File: config.mk
export PLATFORM = sky130hd
export DESIGN_NAME = msu_stream_ctrl_flat
export DESIGN_NICKNAME = d
export VERILOG_FILES = /design/src/rtl/msu_pkg.sv /design/src/rtl/msu_if.sv /design/src/rtl/msu_word_gate.sv /design/src/rtl/msu_stream_ctrl.sv /design/src/flat_wrapper.sv
export SDC_FILE = /design/constraint.sdc
export NUM_CORES = 1
export LEC_CHECK = 0
export BUFFER_PORTS_ARGS = -buffer_cell sky130_fd_sc_hd__buf_2
export CAP_MARGIN = 20
export CELL_PAD_IN_SITES_DETAIL_PLACEMENT = 2
export CELL_PAD_IN_SITES_GLOBAL_PLACEMENT = 2
export CORE_MARGIN = 2
export CORE_UTILIZATION = 32
export CTS_BUF_LIST = sky130_fd_sc_hd__clkbuf_2 sky130_fd_sc_hd__clkbuf_4 sky130_fd_sc_hd__clkbuf_8
export DETAILED_ROUTE_END_ITERATION = 10
export HOLD_SLACK_MARGIN = 0.1
export PLACE_DENSITY_LB_ADDON = 0.25
export SYNTH_ARGS = -nofsm -noshare
export SYNTH_HDL_FRONTEND = slang
export SYNTH_SLANG_ARGS = --single-unit
File: constraint.sdc
create_clock -name clk -period 4.5 [get_ports clk]
set_clock_uncertainty 0.15 [all_clocks]
set_input_delay 0.9 -clock clk [delete_from_list [all_inputs] [get_ports clk]]
set_output_delay 0.9 -clock clk [all_outputs]
set_load 0.02 [all_outputs]
File: src/rtl/msu_pkg.sv
// Shared types and helpers for the MSU-1 PCM sector-streaming controller:
// controller states, header word offsets and track-geometry arithmetic.
package msu_pkg;

  typedef enum logic [2:0] {
    IDLE,
    REQ,
    XFER,
    CHECK,
    PAUSED
  } msu_state_e;

  localparam int HDR_LOOP_LO = 2;
  localparam int HDR_LOOP_HI = 3;

  function automatic logic [32:0] calc_end_word(input logic [31:0] img_size);
    return {2'b00, img_size[31:1]};
  endfunction

  function automatic logic [31:0] calc_last_lba(input logic [31:0] img_size,
                                                input int          sect_log2);
    return (img_size - 32'd1) >> (sect_log2 + 1);
  endfunction

  // Loop point in file words; saturates instead of wrapping, and a loop point
  // at or past end-of-file falls back to the first audio word.
  function automatic logic [32:0] calc_loop_word(input logic [31:0] loop_index,
                                                 input logic [32:0] end_word,
                                                 input int          hdr_words);
    logic [33:0] raw;
    logic [32:0] sat;
    raw = {1'b0, loop_index, 1'b0} + 34'(hdr_words);
    sat = raw[33] ? '1 : raw[32:0];
    return (sat >= end_word) ? 33'(hdr_words) : sat;
  endfunction

endpackage

File: src/rtl/msu_if.sv
// HPS sd_* sector channel plus audio FIFO write port of the MSU-1 streamer.
// master = streaming controller, slave = HPS / FIFO side.
interface msu_if #(
  parameter int LBA_W  = 21,
  parameter int FIFO_W = 12
);
  logic [LBA_W-1:0]  sd_lba;
  logic              sd_rd;
  logic              sd_ack;
  logic              sd_buff_wr;
  logic [15:0]       sd_buff_dout;
  logic              fifo_wr;
  logic [15:0]       fifo_data;
  logic [FIFO_W-1:0] fifo_usedw;

  modport master (
    output sd_lba, sd_rd, fifo_wr, fifo_data,
    input  sd_ack, sd_buff_wr, sd_buff_dout, fifo_usedw
  );

  modport slave (
    input  sd_lba, sd_rd, fifo_wr, fifo_data,
    output sd_ack, sd_buff_wr, sd_buff_dout, fifo_usedw
  );
endinterface

File: src/rtl/msu_word_gate.sv
// Per-word datapath: sector word counter, file-word window gate into the
// audio FIFO and loop-index capture from the track header.
module msu_word_gate
  import msu_pkg::*;
#(
  parameter int LBA_W     = 21,
  parameter int SECT_LOG2 = 8
) (
  input  logic             clk,
  input  logic             reset,
  input  logic             abort,
  input  logic             clr,
  input  logic             acc,
  input  logic [LBA_W-1:0] lba,
  input  logic [15:0]      din,
  input  logic [32:0]      start_word,
  input  logic [32:0]      end_word,
  output logic             wr_p1,
  output logic [15:0]      data_p1,
  output logic [31:0]      loop_index
);

  localparam logic [SECT_LOG2:0] WC_LO = (SECT_LOG2+1)'(HDR_LOOP_LO);
  localparam logic [SECT_LOG2:0] WC_HI = (SECT_LOG2+1)'(HDR_LOOP_HI);

  logic [SECT_LOG2:0]         wc;
  logic [LBA_W+SECT_LOG2-1:0] fw;
  logic [32:0]                fw_x;
  logic                       pass;
  logic                       hdr_sect;

  assign fw       = {lba, wc[SECT_LOG2-1:0]};
  assign fw_x     = 33'(fw);
  assign pass     = acc && (fw_x >= start_word) && (fw_x < end_word);
  assign hdr_sect = acc && (lba == '0);

  // p0 -> p1: accepted word registered towards the FIFO
  always_ff @(posedge clk or posedge reset) begin
    if (reset) begin
      wc         <= '0;
      wr_p1      <= 1'b0;
      data_p1    <= '0;
      loop_index <= '0;
    end else if (abort) begin
      wc         <= '0;
      wr_p1      <= 1'b0;
      data_p1    <= '0;
      loop_index <= '0;
    end else begin
      wr_p1 <= pass;
      if (acc) data_p1 <= din;
      if (clr)      wc <= '0;
      else if (acc) wc <= wc + 1'b1;
      if (hdr_sect && wc == WC_LO) loop_index[15:0]  <= din;
      if (hdr_sect && wc == WC_HI) loop_index[31:16] <= din;
    end
  end

endmodule

File: src/rtl/msu_stream_ctrl.sv
// MSU-1 PCM sector-streaming controller: sector requests, play/pause/stop/loop.
// Build option MSU_RESUME_EN adds play_resume and restart from the saved sector.
module msu_stream_ctrl
  import msu_pkg::*;
#(
  parameter int LBA_W     = 21,
  parameter int SECT_LOG2 = 8,
  parameter int FIFO_W    = 12,
  parameter int FIFO_HIGH = 1792,
  parameter int HDR_WORDS = 4
) (
  input  logic        clk,
  input  logic        reset,
  input  logic [31:0] img_size,
  input  logic        img_mounted,
  input  logic        trig_play,
  input  logic        trig_pause,
  input  logic        trig_stop,
  input  logic        repeat_en,
`ifdef MSU_RESUME_EN
  input  logic        play_resume,
`endif
  msu_if.master       bus,
  output logic        playing,
  output logic [31:0] loop_index,
  output logic        track_end
);

  localparam logic [32:0]       HDR_W33   = 33'(HDR_WORDS);
  localparam logic [FIFO_W-1:0] HIGH_MARK = FIFO_W'(FIFO_HIGH);
  localparam logic [31:0]       MIN_SIZE  = 32'(2 * HDR_WORDS);

  msu_state_e       state, state_n;
  logic [LBA_W-1:0] lba, lba_n, last_lba, play_lba;
  logic [32:0]      start_word, start_n, end_word, loop_word, play_start;
  logic             ack_q, ack_rise, ack_fall;
  logic             pause_pend, pause_n, stop_pend, stop_n, track_end_n;
  logic             play_go, acc, xfer_start;

  assign ack_rise   = bus.sd_ack && !ack_q;
  assign ack_fall   = !bus.sd_ack && ack_q;
  assign end_word   = calc_end_word(img_size);
  assign last_lba   = LBA_W'(calc_last_lba(img_size, SECT_LOG2));
  assign loop_word  = calc_loop_word(loop_index, end_word, HDR_WORDS);
  assign play_go    = trig_play && !trig_pause && !trig_stop;
  assign acc        = (state == XFER) && bus.sd_ack && bus.sd_buff_wr;
  assign xfer_start = (state == REQ) && ack_rise;

  assign bus.sd_lba = lba;
  // A request stays masked while an aborted transfer still holds sd_ack.
  assign bus.sd_rd  = (state == REQ) && !ack_q;
  assign playing    = (state == REQ) || (state == XFER) || (state == CHECK);

`ifdef MSU_RESUME_EN
  logic [LBA_W-1:0] resume_lba;
  logic [32:0]      resume_start;

  always_comb begin
    resume_start = 33'(resume_lba) << SECT_LOG2;
    if (resume_start < HDR_W33) resume_start = HDR_W33;
    play_lba   = play_resume ? resume_lba : '0;
    play_start = play_resume ? resume_start : HDR_W33;
  end

  always_ff @(posedge clk or posedge reset) begin
    if (reset)
      resume_lba <= '0;
    else if (img_mounted)
      resume_lba <= '0;
    else if ((state != PAUSED && state_n == PAUSED) ||
             (state != IDLE && state_n == IDLE && !track_end_n))
      resume_lba <= lba;
  end
`else
  assign play_lba   = '0;
  assign play_start = HDR_W33;
`endif

  always_comb begin
    state_n     = state;
    lba_n       = lba;
    start_n     = start_word;
    pause_n     = pause_pend;
    stop_n      = stop_pend;
    track_end_n = 1'b0;
    case (state)
      IDLE: begin
        pause_n = 1'b0;
        stop_n  = 1'b0;
        if (play_go) begin
          if (img_size <= MIN_SIZE) begin
            track_end_n = 1'b1;
          end else begin
            lba_n   = play_lba;
            start_n = play_start;
            state_n = REQ;
          end
        end
      end
      REQ: begin
        if (trig_stop)  stop_n  = 1'b1;
        if (trig_pause) pause_n = 1'b1;
        if (ack_rise)       state_n = XFER;
        else if (trig_stop) state_n = IDLE;
      end
      XFER: begin
        // Stop and pause only take effect once the HPS finishes the sector.
        if (trig_stop)  stop_n  = 1'b1;
        if (trig_pause) pause_n = 1'b1;
        if (ack_fall) begin
          if (stop_n)       state_n = IDLE;
          else if (pause_n) state_n = PAUSED;
          else              state_n = CHECK;
        end
      end
      CHECK: begin
        if (trig_stop) begin
          state_n = IDLE;
        end else if (trig_pause) begin
          state_n = PAUSED;
        end else if (lba < last_lba) begin
          if (bus.fifo_usedw < HIGH_MARK) begin
            lba_n   = lba + 1'b1;
            state_n = REQ;
          end
        end else if (repeat_en) begin
          lba_n   = LBA_W'(loop_word >> SECT_LOG2);
          start_n = loop_word;
          state_n = REQ;
        end else begin
          track_end_n = 1'b1;
          lba_n       = '0;
          state_n     = IDLE;
        end
      end
      PAUSED: begin
        pause_n = 1'b0;
        stop_n  = 1'b0;
        if (trig_stop)    state_n = IDLE;
        else if (play_go) state_n = CHECK;
      end
      default: state_n = IDLE;
    endcase
  end

  always_ff @(posedge clk or posedge reset) begin
    if (reset) begin
      state      <= IDLE;
      lba        <= '0;
      start_word <= '0;
      ack_q      <= 1'b0;
      pause_pend <= 1'b0;
      stop_pend  <= 1'b0;
      track_end  <= 1'b0;
    end else if (img_mounted) begin
      state      <= IDLE;
      lba        <= '0;
      start_word <= '0;
      ack_q      <= 1'b0;
      pause_pend <= 1'b0;
      stop_pend  <= 1'b0;
      track_end  <= 1'b0;
    end else begin
      state      <= state_n;
      lba        <= lba_n;
      start_word <= start_n;
      ack_q      <= bus.sd_ack;
      pause_pend <= pause_n;
      stop_pend  <= stop_n;
      track_end  <= track_end_n;
    end
  end

  msu_word_gate #(
    .LBA_W     (LBA_W),
    .SECT_LOG2 (SECT_LOG2)
  ) u_gate (
    .clk        (clk),
    .reset      (reset),
    .abort      (img_mounted),
    .clr        (xfer_start),
    .acc        (acc),
    .lba        (lba),
    .din        (bus.sd_buff_dout),
    .start_word (start_word),
    .end_word   (end_word),
    .wr_p1      (bus.fifo_wr),
    .data_p1    (bus.fifo_data),
    .loop_index (loop_index)
  );

endmodule
File: src/flat_wrapper.sv
// flat-port wrapper written by rule: the top's interface ports become plain ports
module msu_stream_ctrl_flat import msu_pkg::*;
#(
  parameter int LBA_W     = 21,
  parameter int SECT_LOG2 = 8,
  parameter int FIFO_W    = 12,
  parameter int FIFO_HIGH = 1792,
  parameter int HDR_WORDS = 4
)
  (clk, reset, img_size, img_mounted, trig_play, trig_pause, trig_stop, repeat_en, playing, loop_index, track_end, bus_sd_lba, bus_sd_rd, bus_fifo_wr, bus_fifo_data, bus_sd_ack, bus_sd_buff_wr, bus_sd_buff_dout, bus_fifo_usedw);
  msu_if #(.LBA_W(LBA_W), .FIFO_W(FIFO_W)) bus_i ();
  input  logic clk;
  input  logic reset;
  input  logic [31:0] img_size;
  input  logic img_mounted;
  input  logic trig_play;
  input  logic trig_pause;
  input  logic trig_stop;
  input  logic repeat_en;
  output logic playing;
  output logic [31:0] loop_index;
  output logic track_end;
  output wire logic [$bits(bus_i.sd_lba)-1:0] bus_sd_lba;
  output wire logic [$bits(bus_i.sd_rd)-1:0] bus_sd_rd;
  output wire logic [$bits(bus_i.fifo_wr)-1:0] bus_fifo_wr;
  output wire logic [$bits(bus_i.fifo_data)-1:0] bus_fifo_data;
  input wire logic [$bits(bus_i.sd_ack)-1:0] bus_sd_ack;
  input wire logic [$bits(bus_i.sd_buff_wr)-1:0] bus_sd_buff_wr;
  input wire logic [$bits(bus_i.sd_buff_dout)-1:0] bus_sd_buff_dout;
  input wire logic [$bits(bus_i.fifo_usedw)-1:0] bus_fifo_usedw;
  assign bus_sd_lba = bus_i.sd_lba;
  assign bus_sd_rd = bus_i.sd_rd;
  assign bus_fifo_wr = bus_i.fifo_wr;
  assign bus_fifo_data = bus_i.fifo_data;
  assign bus_i.sd_ack = bus_sd_ack;
  assign bus_i.sd_buff_wr = bus_sd_buff_wr;
  assign bus_i.sd_buff_dout = bus_sd_buff_dout;
  assign bus_i.fifo_usedw = bus_fifo_usedw;
  msu_stream_ctrl #(.LBA_W(LBA_W), .SECT_LOG2(SECT_LOG2), .FIFO_W(FIFO_W), .FIFO_HIGH(FIFO_HIGH), .HDR_WORDS(HDR_WORDS)) u_core (.clk(clk), .reset(reset), .img_size(img_size), .img_mounted(img_mounted), .trig_play(trig_play), .trig_pause(trig_pause), .trig_stop(trig_stop), .repeat_en(repeat_en), .bus(bus_i), .playing(playing), .loop_index(loop_index), .track_end(track_end));
endmodule
# After elaboration in Yosys (flattened, before gate mapping)
# Cells that the tools add are included.
# word_totals
out_inout_bits,73
word_cells,131
register_bits,119
input_bits,69
# op_classes
addsub,4
n_mux,61
n_eq_ne,17
n_reduce_logical,31
n_lt_le_gt_ge,6
# ops
operator,n
$mux 33,9
$mux 21,8
$pmux 33 s2,1
$mux 16,4
$mux 3,14
$pmux 21 s2,1
$add 33x3->34 const B,1
$ge 29x33->1,1
$ge 33x31->1,1
$le 32x4->1 const B,1
$mux 32,1
$lt 29x31->1,1
$sub 30x1->30 const B,1
$mux 9,3
$add 21x1->21 const B,1
$logic_not 21->1,1
$lt 21x21->1,1
$eq 9x2->1 const B,2
$mux 1,16
$ne 3x3->1 const B,5
$pmux 3 s5,1
$logic_and 1x1->1,13
$lt 12x11->1 const B,1
$reduce_and 6->1,2
other kinds (18),29

# Depth between registers and ports, before layout
# depth
depth_word,10
mapped_depth,18
ltp_nobuf,16

# By module
# Synthesis repeated with hierarchy kept, for this count alone.
# unflattened
cells_unflattened,1089
area_unflattened_um2,9449.1
# by_module_without_submodules
mod,seq_area_each_um2,cells_per_inst,area_per_inst_um2,n_inst
msu_stream_ctrl,1526.5,672,5529.1,1
msu_word_gate,1451.4,417,3920.0,1

# Worst setup path before layout
# OpenSTA, ideal clock, no wires.
# synth_timing
path_type,input to register
start,input port img_size[8]
end,register u_core.start_word[29]
required_time_ps,4229
setup_time_ps,121
n_path_buf,2
arrival_time_ps,4607
path_stages,16
setup_slack_ps,-378
cell_sequence,or4_4 -> nor3_1 -> nand3_1 -> nand3b_1 -> or2_2 -> nor2_1 -> xnor2_1 -> ha_1 -> nand2_1 -> nor4_1 -> nand3_1 -> o31a_4 -> a311o_1 -> buf_6 -> buf_6 -> a22o_1
# synth_between
elab_chain_len,8
word_cells_on_any_way,14
classes_between,add/sub (1); order compare (3); eq/ne (2); mux (7); reduce/logical (1)
# synth_lines
element,line,source
start: declaration,flat_wrapper.sv:14,input logic [31:0] img_size;
branches (longest 8 deep; another with $sub 30x1->30),-,
end signal: assignment,msu_stream_ctrl.sv:166,start_word <= start_n;
end: declaration,msu_stream_ctrl.sv:35,"logic [32:0] start_word, start_n, end_word, loop_word, play_start;"
# Several ways; the timed one is not identified. The select of a mux whose other input is x is not followed.
# A chain may end at the register's enable or synchronous reset.

# Worst setup path after layout
# layout_timing
start,input port img_size[5]
end,register u_core.lba[16] (netlist: u_core.bus.sd_lba[16])
# layout_between
elab_chain_len,8
word_cells_on_any_way,14
classes_between,add/sub (1); order compare (3); eq/ne (2); mux (7); reduce/logical (1)
# layout_lines
element,line,source
branches (longest 8 deep; another with $sub 30x1->30),-,
end signal: assignment,msu_stream_ctrl.sv:165,lba <= lba_n;
end: declaration,msu_stream_ctrl.sv:34,"logic [LBA_W-1:0] lba, lba_n, last_lba, play_lba;"
# Several ways; the timed one is not identified. The select of a mux whose other input is x is not followed.

==> flow_metrics.env <==
export IMPL_drv_cap=0
export IMPL_cp_required_ns=4.75
export IMPL_synth_top_family_by_area="simple AND/OR/NAND/NOR gates"
export IMPL_grtUsageTotal_pct=25.8
export IMPL_fin_setup_tns_ns=-11.53
export IMPL_first_pass_iters=5
export IMPL_synth_top_cell_area_share_pct=31.7
export IMPL_finalSetupViolCount=57
export IMPL_cts_made_buffers=17
export IMPL_grt_pass1_wl_um=61200
export IMPL_vias_per_cell=5.65
export IMPL_power_switching_mw=0.861
export IMPL_hold_class="reg -> reg"
export IMPL_cp_end_kind="flip-flop"
export IMPL_crit_path_start_kind="input pin"
export IMPL_fp_row_count=62
export IMPL_final_util_pct=43.9
export IMPL_syn_mean_instance_area_um2=8.50
export IMPL_portBuffers=133
export IMPL_violations="setup timing"
export IMPL_clockBufferDepth=2
export IMPL_core_area_mm2=0.0288
export IMPL_synthMuxAreaShare_pct=3.86
export IMPL_clkTransAtPathRegs_ns=0.09
export IMPL_ant_nets=0
export IMPL_wl_per_cell_um=24.2
export IMPL_worstPathMaxFanout=8
export IMPL_period_minus_slack_ns=4.80
export IMPL_syn_cell_area_mm2=0.00939
export IMPL_ir_worst_vdd_v=0.000149
export IMPL_cts_tree="yes"
export IMPL_mostFrequentLayoutCell="buf_2"
export IMPL_ios=142
export IMPL_syn_inst=1105
export IMPL_tightestPinTransition_ns=0.998
export IMPL_rsz0062_at_grt="yes"
export IMPL_seq_area_frac_synth_pct=31.7
export IMPL_vias=9958
export IMPL_relSlewSlack_pct=33.3
export IMPL_drc_errors=0
export IMPL_synth_nets=1287
export IMPL_p_seq_share_pct=41.1
export IMPL_ys_async_sr_fraction_pct=100
export IMPL_n_fill_cell=3206
export IMPL_synth_compound_area_share_pct=17.8
export IMPL_die_w_um=175
export IMPL_grt_ovfl_total=0
export IMPL_fin_crit_sh_pct=107
export IMPL_htree_levels=4
export IMPL_n_antenna_cell=0
export IMPL_synth_xor_area_share_pct=3.64
export IMPL_p_comb_share_pct=16.9
export IMPL_swShare_pct=32.0
export IMPL_whs_ns=0.347
export IMPL_dieArea_mm2=0.0307
export IMPL_power_per_cell_area_mw_per_mm2=213
export IMPL_synth_seq_cells=119
export IMPL_yosys_warnings=0
export IMPL_finalMaxSlewViolations=0
export IMPL_status="complete, but fails checks"
export IMPL_antenna_found_initial=0
export IMPL_drive_gt1_share_pct=30.2
export IMPL_yosysTopAreaCell="dfrtp_1"
export IMPL_grt_max_degree=69
export IMPL_power_leakage_nw=6.61
export IMPL_intPower_mw=1.83
export IMPL_synthSimpleGateAreaFrac_pct=22.2
export IMPL_fin_ws_ns=-0.301
export IMPL_dieHeight_um=175
export IMPL_yosys_top_cells_area="dfrtp_1 32%, ha_1 15%, nand2_1 4.4%, inv_1 3.8%, mux2i_1 3.6%"
export IMPL_final_cell_mix="131 x buf_2, 122 x buf_4, 118 x dfrtp_1"
export IMPL_worstSkewPairLatency_ns=0.48
export IMPL_synth_main_ff_cell="dfrtp_1"
export IMPL_drt_total_wl_um=42600
export IMPL_cts_sink_count=119
export IMPL_timing_worst_setup_path_type="in -> reg"
export IMPL_synth_cell_type_count=71
export IMPL_place_congestion=0.851
export IMPL_dp_hpwl_um=30500
export IMPL_cts_root_buf="clkbuf_8"
export IMPL_arrival_ns=5.06
export IMPL_grt_pass1_vias=10800
export IMPL_synth_edff_count=0
export IMPL_nets=1547
export IMPL_drt_iter0_drc=515
export IMPL_start_util_pct=32.6
export IMPL_synthAdderAreaFrac_pct=15.1
export IMPL_finalHoldViolCount=0
export IMPL_clock_power_share_pct=42.0
export IMPL_max_freq_ghz=0.208
export IMPL_syn2layout_area_growth_pct=34.6
## registers in the layout, summed over array words and instances (netlist names)
register                  count
u_core.ack_q                  1
u_core.bus.sd_lba            21
u_core.pause_pend             1
u_core.start_word            33
u_core.state                  3
u_core.stop_pend              1
u_core.track_end              1
u_core.u_gate.data_p1        16
u_core.u_gate.loop_index     32
u_core.u_gate.wc              9
u_core.u_gate.wr_p1           1
## routing by layer
metal  up-vias  routed length (um)  track usage (%)  part of all wire (%)
met5         -                   0                0                     0
met4         0                1360             8.23                   3.2
met3        73                1660             3.38                   3.9
met2       253               21600             45.8                    51
met1      5103               18000             32.4                    42
li1       4529                   -                -                     -
## critical path, stage by stage
cell	delay (ns)
buf_6	0.09
or4_4	0.58
nor3_4	0.28
nand3_2	0.14
nand3b_1	0.30
or2_4	0.35
xnor2_2	0.14
ha_1	0.33
buf_4	0.14
a21oi_1	0.15
o21ai_0	0.17
a21oi_2	0.22
and2_4	0.23
buf_4	0.12
buf_6	0.11
nand3_4	0.15
buf_6	0.17
o41a_1	0.39
o21ai_1	0.08
## power groups by stage
stage	Clock, mW	Combinational (mW)	Sequential [mW]
floorplan	0	0.221	1.12
global placement	0	0.377	1.12
detailed placement	0	0.392	1.13
CTS	1.14	0.424	1.11
global route	1.19	0.494	1.11
finish	1.13	0.456	1.11
## logic make-up after synthesis
kind of cell | count (synthesis)
adder cells (fa/ha/maj) | 113
flip-flops | 119
buffers and inverters | 136
AND/OR/NAND/NOR | 410
XOR/XNOR | 39
multiplexers | 36
AO/OA/AOI/OAI | 252
## timing repair
action | 4_1_cts | 5_1_grt
hold buffers | 0 | 0
gates cloned | 2 | 4
gates resized for setup | 40 | 136
buffers inserted | 7 | 15
pin swaps | 11 | 49
endpoints found under the setup margin | 57 | 58
## synth_stat cells (all sizes together), types with 9 or more instances
| library cell | n |
|---|---|
| nand2b | 9 |
| inv | 96 |
| o21ai | 67 |
| or3 | 11 |
| xor2 | 15 |
| mux2i | 34 |
| clkbuf | 31 |
| ha | 113 |
| a21o | 13 |
| and4 | 10 |
| dfrtp | 119 |
| o31a | 13 |
| buf | 9 |
| nor3 | 29 |
| nor4 | 19 |
| a21oi | 68 |
| nand2 | 111 |
| nand4 | 27 |
| o21a | 9 |
| and3 | 31 |
| and2 | 24 |
| xnor2 | 24 |
| nor2 | 78 |
| a32oi | 12 |
| nand3 | 37 |
## through the flow
step           power [mW]  std cells  setup WS (ns)  cell area (um2)
6_report             2.69       1762         -0.301            12600
3_5_place_dp         1.52       1702         -0.882            11300
5_1_grt              2.79       1762         -0.446            12600
3_3_place_gp         1.50       1702         -0.806            11300
4_1_cts              2.67       1743         -0.201            12000
2_1_floorplan        1.34       1105         -0.136             9450
## cell type report
cell class,count,area [um2],share of cell area [%]
Clock inverter,14,186,1.47
Multi-Input combinational cell,850,6380,50.5
Inverter,96,363,2.87
Clock buffer,18,241,1.91
Tap cell,384,480,3.80
Sequential cell,119,2980,23.6
Timing Repair Buffer,281,2010,15.9
## final timing paths
kind / slack [ns] / cells after the start / startpoint / end
max in group asynchronous: 2.89 / 3 / reset / u_core.bus.sd_lba[12]$_DFFE_PP0P_
worst max-delay path: -0.30 / 19 / img_size[5] / u_core.bus.sd_lba[16]$_DFFE_PP0P_
min in group asynchronous: 0.47 / 2 / reset / u_core.u_gate.data_p1[11]$_DFFE_PP0P_
worst min register to register: 0.35 / 2 / u_core.start_word[21]$_DFFE_PP0P_ / u_core.start_word[21]$_DFFE_PP0P_
worst min-delay path: 0.35 / 2 / u_core.start_word[21]$_DFFE_PP0P_ / u_core.start_word[21]$_DFFE_PP0P_
worst max register to register: -0.14 / 17 / u_core.u_gate.loop_index[19]$_DFFE_PP0P_ / u_core.bus.sd_lba[0]$_DFFE_PP0P_
(Power assumes the default switching activity.)
